===== config.mk =====
export PLATFORM = sky130hd
export DESIGN_NAME = tick_countdown_timer
export DESIGN_NICKNAME = d
export VERILOG_FILES = /design/src/rtl/tick_countdown_timer.sv
export SDC_FILE = /design/constraint.sdc
export NUM_CORES = 1
export LEC_CHECK = 0
export ABC_AREA = 0
export CAP_MARGIN = 25
export CORE_UTILIZATION = 50
export DETAILED_ROUTE_END_ITERATION = 16
export GPL_TIMING_DRIVEN = 0
export PLACE_DENSITY = 0.79
export SETUP_SLACK_MARGIN = 0.5
export SLEW_MARGIN = 10
export SYNTH_ARGS = -nofsm -noshare
export SYNTH_HDL_FRONTEND = slang
export SYNTH_SLANG_ARGS = --single-unit

===== constraint.sdc =====
create_clock -name i_clk -period 3.3 [get_ports i_clk]
set_clock_uncertainty 0.15 [all_clocks]
set_input_delay 0.495 -clock i_clk [delete_from_list [all_inputs] [get_ports i_clk]]
set_output_delay 0.495 -clock i_clk [all_outputs]
set_load 0.02 [all_outputs]

===== src/rtl/tick_countdown_timer.sv =====
// BCD MM:SS countdown timer clocked by tick pulses, TICKS_PER_SEC ticks per decrement.
// Optional macro TICK_COUNTDOWN_AUTO_RELOAD_EN reloads the last valid load value on expiry.
module tick_countdown_timer #(
  parameter int unsigned TICKS_PER_SEC = 10
) (
  input  logic       i_clk,
  input  logic       i_rst,
  input  logic       i_tick,
  input  logic       i_load,
  input  logic [7:0] i_load_mm,
  input  logic [7:0] i_load_ss,
  input  logic       i_start,
  input  logic       i_pause,
  output logic [7:0] o_mm,
  output logic [7:0] o_ss,
  output logic [1:0] o_state,
  output logic       o_done,
  output logic       o_load_err
);

  typedef enum logic [1:0] {
    StIdle    = 2'd0,
    StRunning = 2'd1,
    StPaused  = 2'd2,
    StExpired = 2'd3
  } state_e;

  localparam logic [9:0] PrescMax = 10'(TICKS_PER_SEC - 1);

  state_e     state_q, state_d;
  logic [7:0] mm_q, mm_d;
  logic [7:0] ss_q, ss_d;
  logic [9:0] presc_q, presc_d;
  logic       done_q, done_d;
  logic       load_err_q, load_err_d;
  logic       load_valid;
  logic [15:0] dec_val;

`ifdef TICK_COUNTDOWN_AUTO_RELOAD_EN
  logic [7:0] shadow_mm_q, shadow_mm_d;
  logic [7:0] shadow_ss_q, shadow_ss_d;
`endif

  // One-second BCD decrement with borrows; caller guarantees a nonzero value.
  function automatic logic [15:0] bcd_dec(input logic [7:0] mm, input logic [7:0] ss);
    logic [7:0] m;
    logic [7:0] s;
    m = mm;
    s = ss;
    if (s[3:0] != 4'd0) begin
      s[3:0] = s[3:0] - 4'd1;
    end else if (s[7:4] != 4'd0) begin
      s[7:4] = s[7:4] - 4'd1;
      s[3:0] = 4'd9;
    end else begin
      s = 8'h59;
      if (m[3:0] != 4'd0) begin
        m[3:0] = m[3:0] - 4'd1;
      end else begin
        m[7:4] = m[7:4] - 4'd1;
        m[3:0] = 4'd9;
      end
    end
    return {m, s};
  endfunction

  assign dec_val = bcd_dec(mm_q, ss_q);

  assign load_valid = (i_load_mm[7:4] <= 4'd9) && (i_load_mm[3:0] <= 4'd9) &&
                      (i_load_ss[7:4] <= 4'd5) && (i_load_ss[3:0] <= 4'd9);

  always_comb begin
    state_d    = state_q;
    mm_d       = mm_q;
    ss_d       = ss_q;
    presc_d    = presc_q;
    done_d     = 1'b0;
    load_err_d = 1'b0;
`ifdef TICK_COUNTDOWN_AUTO_RELOAD_EN
    shadow_mm_d = shadow_mm_q;
    shadow_ss_d = shadow_ss_q;
`endif
    // Strict priority: a higher-priority strobe consumes the cycle.
    if (i_load) begin
      if (load_valid) begin
        mm_d    = i_load_mm;
        ss_d    = i_load_ss;
        presc_d = 10'd0;
        state_d = StIdle;
`ifdef TICK_COUNTDOWN_AUTO_RELOAD_EN
        shadow_mm_d = i_load_mm;
        shadow_ss_d = i_load_ss;
`endif
      end else begin
        load_err_d = 1'b1;
      end
    end else if (i_pause) begin
      if (state_q == StRunning) state_d = StPaused;
    end else if (i_start) begin
      if (state_q == StIdle && {mm_q, ss_q} != 16'h0000) begin
        state_d = StRunning;
        presc_d = 10'd0;
      end else if (state_q == StPaused) begin
        state_d = StRunning;
      end
    end else if (i_tick && state_q == StRunning) begin
      if (presc_q >= PrescMax) begin
        presc_d      = 10'd0;
        {mm_d, ss_d} = dec_val;
        if (dec_val == 16'h0000) begin
          done_d = 1'b1;
`ifdef TICK_COUNTDOWN_AUTO_RELOAD_EN
          if ({shadow_mm_q, shadow_ss_q} != 16'h0000) begin
            mm_d = shadow_mm_q;
            ss_d = shadow_ss_q;
          end else begin
            state_d = StExpired;
          end
`else
          state_d = StExpired;
`endif
        end
      end else begin
        presc_d = presc_q + 10'd1;
      end
    end
  end

  always_ff @(posedge i_clk) begin
    if (i_rst) begin
      state_q    <= StIdle;
      mm_q       <= 8'h00;
      ss_q       <= 8'h00;
      presc_q    <= 10'd0;
      done_q     <= 1'b0;
      load_err_q <= 1'b0;
`ifdef TICK_COUNTDOWN_AUTO_RELOAD_EN
      shadow_mm_q <= 8'h00;
      shadow_ss_q <= 8'h00;
`endif
    end else begin
      state_q    <= state_d;
      mm_q       <= mm_d;
      ss_q       <= ss_d;
      presc_q    <= presc_d;
      done_q     <= done_d;
      load_err_q <= load_err_d;
`ifdef TICK_COUNTDOWN_AUTO_RELOAD_EN
      shadow_mm_q <= shadow_mm_d;
      shadow_ss_q <= shadow_ss_d;
`endif
    end
  end

  assign o_mm       = mm_q;
  assign o_ss       = ss_q;
  assign o_state    = state_q;
  assign o_done     = done_q;
  assign o_load_err = load_err_q;

endmodule


==> impl_results.md, run 1 <==
- Outcome: completed
- Final Net Count: 318
- Filler instances: 327
- Skew-Pair Late Insertion Delay: 0.29 ns
- Syn Nets: 271
- Final number of setup-violating endpoints: 0
- Syn. warnings: 0
- Max_slew headroom: 0.617
- Vias per inst: 5.93
- Final worst-path cycle share: 0.770
- Reg2reg setup slack: 0.76 ns
- WP data arrival: 2.55 ns
- Static Leakage: 0.000916 uW
- Sw Pwr: 254 uW
- Worst r2r path cells: 9
- Post-DP HPWL: 3.78 mm
- Input/output buffers: 40
- Post-synthesis register bit count: 30
- Synth Instances: 244
- Die height: 63.7 um
- Non-Filler Instances: 340
- Starting DRC count in detailed routing: 215
- Cell area power density: 359 mW/mm^2
- Routed WL: 5.16 mm
- Final setup margin: 0.761 ns
- WHS Endpoint: presc_q[9]$_SDFFE_PP0P_
- CTS max path bufs: 2
- TritonRoute pass-1 iters: 4
- CP Class: reg -> reg
- H-Tree Depth: 2
- Reg area: 601 um^2
- Post_cts resized: 0
- Worst r2r dst: o_ss[6]$_SDFFE_PP0P_
- Total power: 880 uW
- Routability congestion estimate: 0.841
- Worst Hold Depth: 2
- Post-synth EDFFs: 0
- Maxcap violations: 0
- Reg power frac: 0.432
- Seq/Total Area, Yosys: 0.316
- Post-route ant nets: 0
- VDD IR-drop max: 212 uV
- Critical R2R Launch: presc_q[1]$_SDFFE_PP0P_
- IO Pins: 42
- Synthesized area: 0.00190 mm^2
- CTS buffer count: 5
- Unrepaired setup endpoints after global routing: false
- Slew Limit Fails: 0
- Setup TNS: 0 ns
- Finished Cell Area: 0.00245 mm^2
- Largest net degree at the start of global routing: 11
- Post-placement cell count: 332
- Area of the multi-input gates: 0.00121 mm^2
- Synthesized area per cell: 7.79 um^2
- Clock share of power: 0.348
- Initial antenna violation count: 0
- DRC Markers: 0
- Die Span X: 63.7 um
- N_diodes: 0
- Hold/Removal Path Class: reg -> reg
- Required time of the critical path: 3.31 ns
- CTS tree: yes
- Total track usage: 0.279
- Synth unique cells: 50
- Internal Power: 625 uW
- Vias: 2,017
- Placed Instance Area: 0.00236 mm^2
- Area Growth Syn to Fin: 29.0%
- Critical Path Start Type: flop
- Vias in the first global route: 1,886
- # hold bufs at CTS: 0
- Core footprint: 0.00366 mm^2
- Final Hold Vio Count: 0
- Die area: 0.00405 mm^2
- Logic gate share of total power: 0.220
- Hold wc startpoint: presc_q[9]$_SDFFE_PP0P_
- Critical Path Fanout Max: 10
- Clock sink count: 30
- Max Freq: 394 MHz
- Setup crit end kind: flop
- Global-route wire length before repair: 8.79 mm
- Ys async rst share: 0
- Sw frac: 0.289
- Main synth FF type: dfxtp_1
- Overflow after GRT: 0
- Actual transition at the worst max-transition pin: 0.575 ns
- Worst-path clk slew: 0.07 ns
- Setup bufs post-CTS: 0
- Wire per inst: 15.2 um
- Root Buffer: clkbuf_8
- # rows: 22
- Pre-CTS setup slack: 0.501 ns
- Layout cells sized above 1: 0.0753
- Initial Util: 0.519
- Tmin final: 2.54 ns
-- worst max-delay path, stage by stage (launching register included) --
cell and delay, ns:
dfxtp_1 0.36, inv_1 0.08, ha_1 0.17, or3b_1 0.40, a2111oi_4 0.45, nand2b_1 0.18, o21a_1 0.14, buf_2 0.23
a2bb2oi_1 0.19, nor2_1 0.05
-- power by group through the flow --
stage               Sequential (uW)  Combinational (uW)  Clock, uW
detailed placement              388                 191          0
global route                    381                 213        331
finish                          380                 193        306
global placement                388                 189          0
CTS                             380                 193        310
floorplan                       392                 118          0
-- worst max path at each step --
stage | from | end | slack, ns
final | presc_q[1]$_SDFFE_PP0P_ | o_ss[6]$_SDFFE_PP0P_ | 0.76
after global routing | i_load | o_mm[3]$_SDFFE_PP0P_ | 0.55
after CTS | presc_q[1]$_SDFFE_PP0P_ | o_ss[6]$_SDFFE_PP0P_ | 0.75
after detailed placement | i_load | o_mm[3]$_SDFFE_PP0P_ | 0.50
after global placement | i_load | o_mm[3]$_SDFFE_PP0P_ | 0.51
after floorplan | presc_q[1]$_SDFFE_PP0P_ | presc_q[2]$_SDFFE_PP0P_ | 1.0
-- per-stage QoR --
step / hold slack, ns / util
CTS: 0.348 / 0.670
finish: 0.342 / 0.670
global route: 0.369 / 0.670
floorplan: 0.291 / -
global placement: 0.324 / 0.645
detailed placement: 0.334 / 0.645
-- flip-flops by register name (all words and copies together) (netlist names) --
signal / flops
presc_q: 10
o_load_err: 1
o_mm: 8
o_done: 1
o_ss: 8
o_state: 2
-- cell usage after synthesis, drive strengths merged (2+ instances only) --
| cell type | instances | area [um^2] |
|---|---|---|
| ha | 5 | 62.6 |
| buf | 4 | 20.0 |
| a31oi | 7 | 58.8 |
| nand3 | 5 | 25.0 |
| mux2i | 6 | 60.1 |
| and3b | 3 | 26.3 |
| a22oi | 3 | 22.5 |
| dfxtp | 30 | 601 |
| a211oi | 2 | 20.0 |
| and3 | 5 | 31.3 |
| clkbuf | 9 | 33.8 |
| nand2 | 31 | 116 |
| and4 | 3 | 26.3 |
| o211ai | 6 | 45.0 |
| a41oi | 3 | 26.3 |
| o21ai | 23 | 115 |
| nor2 | 30 | 115 |
| inv | 8 | 30.0 |
| nand4 | 4 | 25.0 |
| a2111oi | 2 | 55.1 |
| nor3 | 9 | 45.0 |
| a2bb2oi | 2 | 17.5 |
| or3 | 2 | 17.5 |
| nor4 | 2 | 27.5 |
| a21oi | 18 | 90.1 |
| nor2b | 2 | 12.5 |
| o31ai | 2 | 15.0 |
-- cell usage in the layout (no fill, tap or decap), types with 2 or more instances in the layout --
cell / count
a2111oi_4: 2
a21oi_1: 18
a22oi_1: 3
a2bb2oi_1: 2
a31oi_1: 6
a41oi_1: 3
and3_1: 5
and3b_1: 3
and4_1: 3
buf_2: 4
clkbuf_1: 10
clkbuf_8: 6
clkdlybuf4s50_1: 40
dfxtp_1: 30
ha_1: 5
inv_1: 8
mux2i_1: 6
nand2_1: 31
nand3_1: 5
nand4_1: 4
nor2_1: 29
nor2b_1: 2
nor3_1: 9
o211ai_1: 6
o21ai_0: 23
o31ai_1: 2
-- metal layers --
layer  global-route usage  share of wire  vias up
met2                0.431           0.46       93
met3               0.0507          0.073       11
met1                0.375           0.45      921
li1                     -              -      992
met5                    0              0        -
met4                0.125          0.018        0
-- layout make-up --
cell class | instances | area share
plain buffers | 13 | 0.0219
clock inverters | 1 | 0.00204
repair buffers | 40 | 0.163
clock buffers | 7 | 0.0352
multi-input cells | 192 | 0.495
well taps | 48 | 0.0245
flip-flops and latches | 30 | 0.245
inverters | 9 | 0.0138
-- cell families (layout without fill, tap and decap cells) --
group | count (synthesis) | after routing | synth area share
fa+ha+maj | 5 | 5 | 0.0329
compound gates | 77 | 77 | 0.286
xor+xnor | 1 | 1 | 0.00461
simple gates | 103 | 103 | 0.283
buf+inv | 22 | 70 | 0.0461
flops | 30 | 30 | 0.316
mux | 6 | 6 | 0.0316
Power figures use the tool's default switching activity.
==> run 2: changes to the inputs <==
Clock period 3.3 ns to 2.6 ns, I/O delays scaled along.
==> impl_results.md, run 2 (synthesis results as in run 1) <==
- Outcome: completed (unchanged)
- Biggest register: presc_q (unchanged)
- Vias: 2,163 (was 2,017)
- Worst-path clk slew: 0.07 ns (about the same)
- Die area: 0.00405 mm^2 (unchanged)
- Filler instances: 283 (was 327)
- N_diodes: 0 (unchanged)
- Largest net degree at the start of global routing: 11 (unchanged)
- Skew-Pair Late Insertion Delay: 0.29 ns (about the same)
- Setup crit end kind: flop (unchanged)
- Commonest cells after routing, fill and taps aside: clkdlybuf4s50_1, nor2_1, nand2_1 (was clkdlybuf4s50_1, nand2_1, dfxtp_1)
- Final Hold Vio Count: 0 (unchanged)
- Root Buffer: clkbuf_8 (unchanged)
- Max_slew headroom: 0.531 (was 0.617)
- Max stage delay on crit path: 0.37 ns (was 0.45 ns)
- DRC Markers: 0 (unchanged)
- CTS max path bufs: 2 (unchanged)
- CTS tree: yes (unchanged)
- Finished Cell Area: 0.00279 mm^2 (was 0.00245 mm^2)
- Slew Limit Fails: 0 (unchanged)
- Critical Path Fanout Max: 10 (unchanged)
- Final Net Count: 332 (was 318)
- Wire per inst: 16.9 um (was 15.2 um)
- Commonest non-fill, non-tap cell in the layout: clkdlybuf4s50_1 (unchanged)
- Core footprint: 0.00366 mm^2 (unchanged)
- # hold bufs at CTS: 0 (unchanged)
- Routed WL: 6.00 mm (was 5.16 mm)
- Cell area power density: 455 mW/mm^2 (was 359 mW/mm^2)
- Final setup margin: 0.281 ns (was 0.761 ns)
- Top Family by Delay on Critical Path: compound AO/OA/AOI/OAI gates (unchanged)
- Die height: 63.7 um (unchanged)
- CP Class: reg -> reg (unchanged)
- Total track usage: 0.283 (was 0.279)
- Vias per inst: 6.11 (was 5.93)
- Starting DRC count in detailed routing: 146 (was 215)
- Final Util: 0.761 (was 0.670)
- Final number of setup-violating endpoints: 0 (unchanged)
- Hold/Removal Path Class: in -> reg (was reg -> reg)
- Unrepaired setup endpoints after global routing: true (was false)
- Tmin final: 2.32 ns (was 2.54 ns)
- Vias in the first global route: 1,887 (was 1,886)
- Largest register FFs: 10 (unchanged)
- Post-route ant nets: 0 (unchanged)
- IO Pins: 42 (unchanged)
- CP Cell Sequence: inv_4 > ha_4 > or3b_4 > a2111oi_4 > buf_4 > nor2_2 > a2111oi_4 > a31oi_4 > o21ba_1 (was inv_1 > ha_1 > or3b_1 > a2111oi_4 > nand2b_1 > o21a_1 > buf_2 > a2bb2oi_1 > nor2_1)
- Die Span X: 63.7 um (unchanged)
- H-Tree Depth: 2 (unchanged)
- Required time of the critical path: 2.69 ns (was 3.31 ns)
- Reg2reg setup slack: 0.28 ns (was 0.76 ns)
- # rows: 22 (unchanged)
- Pre-CTS setup slack: -0.0228 ns (was 0.501 ns)
- Actual transition at the worst max-transition pin: 0.703 ns (was 0.575 ns)
- Buf/Inv on CP: 2 (unchanged)
- Layout cells sized above 1: 0.248 (was 0.0753)
- Routability congestion estimate: 0.815 (was 0.841)
- TritonRoute pass-1 iters: 6 (was 4)
- Clock sink count: 30 (unchanged)
- Initial Util: 0.519 (unchanged)
- Input/output buffers: 40 (unchanged)
- Placed Instance Area: 0.00242 mm^2 (was 0.00236 mm^2)
- Area Growth Syn to Fin: 46.5% (was 29.0%)
- VDD IR-drop max: 413 uV (was 212 uV)
- Slowest CP cell: or3b_4 (was a2111oi_4)
- Global-route wire length before repair: 8.87 mm (was 8.79 mm)
- Overflow after GRT: 0 (unchanged)
- Final worst-path cycle share: 0.892 (was 0.770)
- WP data arrival: 2.41 ns (was 2.55 ns)
- Critical Path Start Type: flop (unchanged)
- Max Freq: 431 MHz (was 394 MHz)
- Total power: 1270 uW (was 880 uW)
- Maxcap violations: 0 (unchanged)
- Most frequent CP cell: a2111oi_4
- Static Leakage: 0.00104 uW (was 0.000916 uW)
- Post-DP HPWL: 3.63 mm (was 3.78 mm)
- CTS buffer count: 5 (unchanged)
- Initial antenna violation count: 0 (unchanged)
## run 2: layer usage
layer,GRT usage,vias up,share of wire
li1,-,1016,-
met2,0.464,118,0.47
met5,0,-,0
met4,0.148,0,0.034
met1,0.342,1000,0.40
met3,0.0634,29,0.092
## run 2: timing repair
item / CTS / global route
gates cloned: 1 / 2
endpoints found under the setup margin: 28 / 28
endpoints found under the hold margin: 0 / 0
pin swaps: 9 / 10
setup buffers: 7 / 4
resized for setup: 22 / 31
## run 2: worst register-to-register path: stages (launching register included)
cell       delay (ns)
dfxtp_2          0.35
inv_4            0.05
ha_4             0.14
or3b_4           0.37
a2111oi_4        0.36
buf_4            0.18
nor2_2           0.04
a2111oi_4        0.24
a31oi_4          0.12
o21ba_1          0.26
## run 2: report_power, final
group | internal, uW | switching (uW) | leakage (uW)
logic | 147 | 157 | 0.000735
clock network | 282 | 199 | 0.0000579
registers | 468 | 15.8 | 0.000249
total | 896 | 371 | 0.00104
## run 2: worst paths after layout
kind / startpoint / endpoint / depth (start not counted)
worst min register to register: o_mm[0]$_SDFFE_PP0P_ / o_mm[0]$_SDFFE_PP0P_ / 2
worst min-delay path: i_start / o_state[0]$_SDFFE_PP0P_ / 3
worst max-delay path: presc_q[1]$_SDFFE_PP0P_ / presc_q[2]$_SDFFE_PP0P_ / 9
worst max register to register: presc_q[1]$_SDFFE_PP0P_ / presc_q[2]$_SDFFE_PP0P_ / 9
## run 2: area by class of cell
class                           instances  area, um^2  area share
Clock buffer                            5        68.8      0.0247
Inverter                                9        42.5      0.0153
Clock inverter                          3        40.0      0.0144
Tap cell                               48        60.1      0.0216
Buffer                                 13        91.3      0.0328
Sequential cell                        30         624       0.224
Timing Repair Buffer                   54         517       0.185
Multi-Input combinational cell        192        1340       0.482
## run 2: stage by stage
step	cells	hold WS [ns]	TNS [ns]
after floorplan	244	0.291	0
after global placement	332	0.320	0
after detailed placement	332	0.323	-0.0228
after CTS	348	0.309	0
after global routing	354	0.326	0
final	354	0.307	0
==> run 3: changes to the inputs <==
Settings changed: CORE_MARGIN set to 8.
==> impl_results.md, run 3 (synthesis results as in run 1) <==
- Vias per inst: 6.22 (was 6.11)
- Clock share of power: 0.373 (was 0.379)
- Die height: 77.7 um (was 63.7 um)
- Placed Instance Area: 0.00242 mm^2 (unchanged)
- Input/output buffers: 40 (unchanged)
- Cell area power density: 443 mW/mm^2 (was 455 mW/mm^2)
- Biggest register: presc_q (unchanged)
- CTS buffer count: 5 (unchanged)
- Routability congestion estimate: 0.864 (was 0.815)
- Layout cells sized above 1: 0.281 (was 0.248)
- CP Cell Sequence: clkdlybuf4s50_1 > clkinv_1 > nand2_1 > o32ai_4 > clkbuf_8 > o21ai_0 > a2bb2oi_2 > nor2_1 (was inv_4 > ha_4 > or3b_4 > a2111oi_4 > buf_4 > nor2_2 > a2111oi_4 > a31oi_4 > o21ba_1)
- # hold bufs at CTS: 0 (unchanged)
- Largest net degree at the start of global routing: 11 (unchanged)
- TritonRoute pass-1 iters: 4 (was 6)
- CTS max path bufs: 2 (unchanged)
- Final Net Count: 332 (unchanged)
- Static Leakage: 0.00107 uW (was 0.00104 uW)
- Total power: 1280 uW (was 1270 uW)
- Required time of the critical path: 2.60 ns (was 2.69 ns)
- Area Growth Syn to Fin: 51.8% (was 46.5%)
- Maxcap violations: 0 (unchanged)
- Core footprint: 0.00366 mm^2 (unchanged)
- IO Pins: 42 (unchanged)
- Post-route ant nets: 0 (unchanged)
- # rows: 22 (unchanged)
- Vias: 2,203 (was 2,163)
- Initial Util: 0.519 (unchanged)
- Critical Path Start Type: input pin (was flop)
- DRC Markers: 0 (unchanged)
- Vias in the first global route: 2,129 (was 1,887)
- Setup crit end kind: flop (unchanged)
- Sw frac: 0.300 (was 0.293)
- Tmin final: 2.49 ns (was 2.32 ns)
- Top Family by Delay on Critical Path: buffers and inverters (was compound AO/OA/AOI/OAI gates)
- Sw Pwr: 383 uW (was 371 uW)
- H-Tree Depth: 2 (unchanged)
- Finished Cell Area: 0.00289 mm^2 (was 0.00279 mm^2)
- Max Freq: 402 MHz (was 431 MHz)
- WP data arrival: 2.49 ns (was 2.41 ns)
- Slew Limit Fails: 0 (unchanged)
- Slowest CP cell: clkdlybuf4s50_1 (was or3b_4)
- Max_slew headroom: 0.493 (was 0.531)
- CP Class: in -> reg (was reg -> reg)
- Critical Path Fanout Max: 7 (was 10)
- Hold/Removal Path Class: in -> reg (unchanged)
- Actual transition at the worst max-transition pin: 0.760 ns (was 0.703 ns)
- Unrepaired setup endpoints after global routing: true (unchanged)
- Min Hold Slack: 0.316 ns (was 0.307 ns)
- N_diodes: 0 (unchanged)
- Routed WL: 6.80 mm (was 6.00 mm)
- Commonest cells after routing, fill and taps aside: clkdlybuf4s50_1, nor2_1, nand2_1 (unchanged)
- Die area: 0.00603 mm^2 (was 0.00405 mm^2)
- Internal Power: 895 uW (was 896 uW)
- Skew-Pair Late Insertion Delay: 0.30 ns (was 0.29 ns)
- Pre-CTS setup slack: -0.0290 ns (was -0.0228 ns)
- Clock sink count: 30 (unchanged)
- Total track usage: 0.212 (was 0.283)
- Post-DP HPWL: 4.09 mm (was 3.63 mm)
- Wire per inst: 19.2 um (was 16.9 um)
- Global-route wire length before repair: 10.4 mm (was 8.87 mm)
- Buf/Inv on CP: 3 (was 2)
- Overflow after GRT: 0 (unchanged)
- VDD IR-drop max: 298 uV (was 413 uV)
- Root Buffer: clkbuf_8 (unchanged)
- Initial antenna violation count: 0 (unchanged)
- Final number of setup-violating endpoints: 0 (unchanged)
- Final worst-path cycle share: 0.958 (was 0.892)
- CTS tree: yes (unchanged)
- Outcome: completed (unchanged)
- Final Hold Vio Count: 0 (unchanged)
- Largest register FFs: 10 (unchanged)
- Worst-path clk slew: 0.07 ns (about the same)
- Final setup margin: 0.109 ns (was 0.281 ns)
- Logic gate share of total power: 0.247 (was 0.239)
- Reg power frac: 0.379 (was 0.381)
- Starting DRC count in detailed routing: 183 (was 146)
- Commonest non-fill, non-tap cell in the layout: clkdlybuf4s50_1 (unchanged)
- Die Span X: 77.7 um (was 63.7 um)
- Max stage delay on crit path: 0.54 ns (was 0.37 ns)
run 3: changes by cell type in the layout (fill, tap and decap cells not counted), sizes merged:
cell      delta
buf          -4
clkbuf       +3
a31oi        +1
clkinv       +1
clkinvlp     -1
run 3: metal layers:
layer  part of all wire  global-route usage
met1               0.39               0.248
met2               0.49               0.351
met3              0.081              0.0461
met4              0.044               0.115
met5                  0                   0
run 3: area by class of cell:
| type | instances | area [um^2] |
|---|---|---|
| plain buffers | 13 | 97.6 |
| clock buffers | 5 | 68.8 |
| clock inverters | 3 | 40.0 |
| fillers | 256 | 774 |
| inverters | 9 | 38.8 |
| multi-input cells | 193 | 1430 |
| flip-flops and latches | 30 | 624 |
| well taps | 48 | 60.1 |
| repair buffers | 53 | 527 |
run 3: final timing paths:
check,cells after the start,slack [ns],end,from
min reg2reg,2,0.33,o_mm[0]$_SDFFE_PP0P_,o_mm[0]$_SDFFE_PP0P_
max,8,0.11,o_ss[6]$_SDFFE_PP0P_,i_load
min,3,0.32,o_state[0]$_SDFFE_PP0P_,i_start
max reg2reg,10,0.18,o_ss[6]$_SDFFE_PP0P_,presc_q[1]$_SDFFE_PP0P_
run 3: worst register-to-register path, delay by kind of cell, from the launching register on:
family                     cells  cell delay (ns)
and+or+nand+nor                3             0.58
DFF                            1             0.37
AOI/OAI and AO/OA              3             0.67
adders and majority gates      1             0.14
buffers and inverters          3             0.38
run 3: through the flow:
step           instances   util  setup TNS (ns)
6_report             354  0.788               0
4_1_cts              353  0.762               0
3_3_place_gp         332  0.661        -0.00892
5_1_grt              354  0.788               0
2_1_floorplan        244      -               0
3_5_place_dp         332  0.661         -0.0290
run 3: power by group through the flow:
stage          registers [uW]  clock network, uW  logic (uW)
2_1_floorplan             496                  0         158
3_3_place_gp              490                  0         250
3_5_place_dp              490                  0         253
4_1_cts                   482                476         290
5_1_grt                   486                496         338
6_report                  485                477         316
run 3: repair_timing:
action / CTS / global route
buffers inserted: 9 / 1
gates resized for setup: 47 / 23
pin swaps: 18 / 17
setup endpoints to repair: 28 / 29
hold endpoints to repair: 0 / 0
gates cloned: 4 / 0
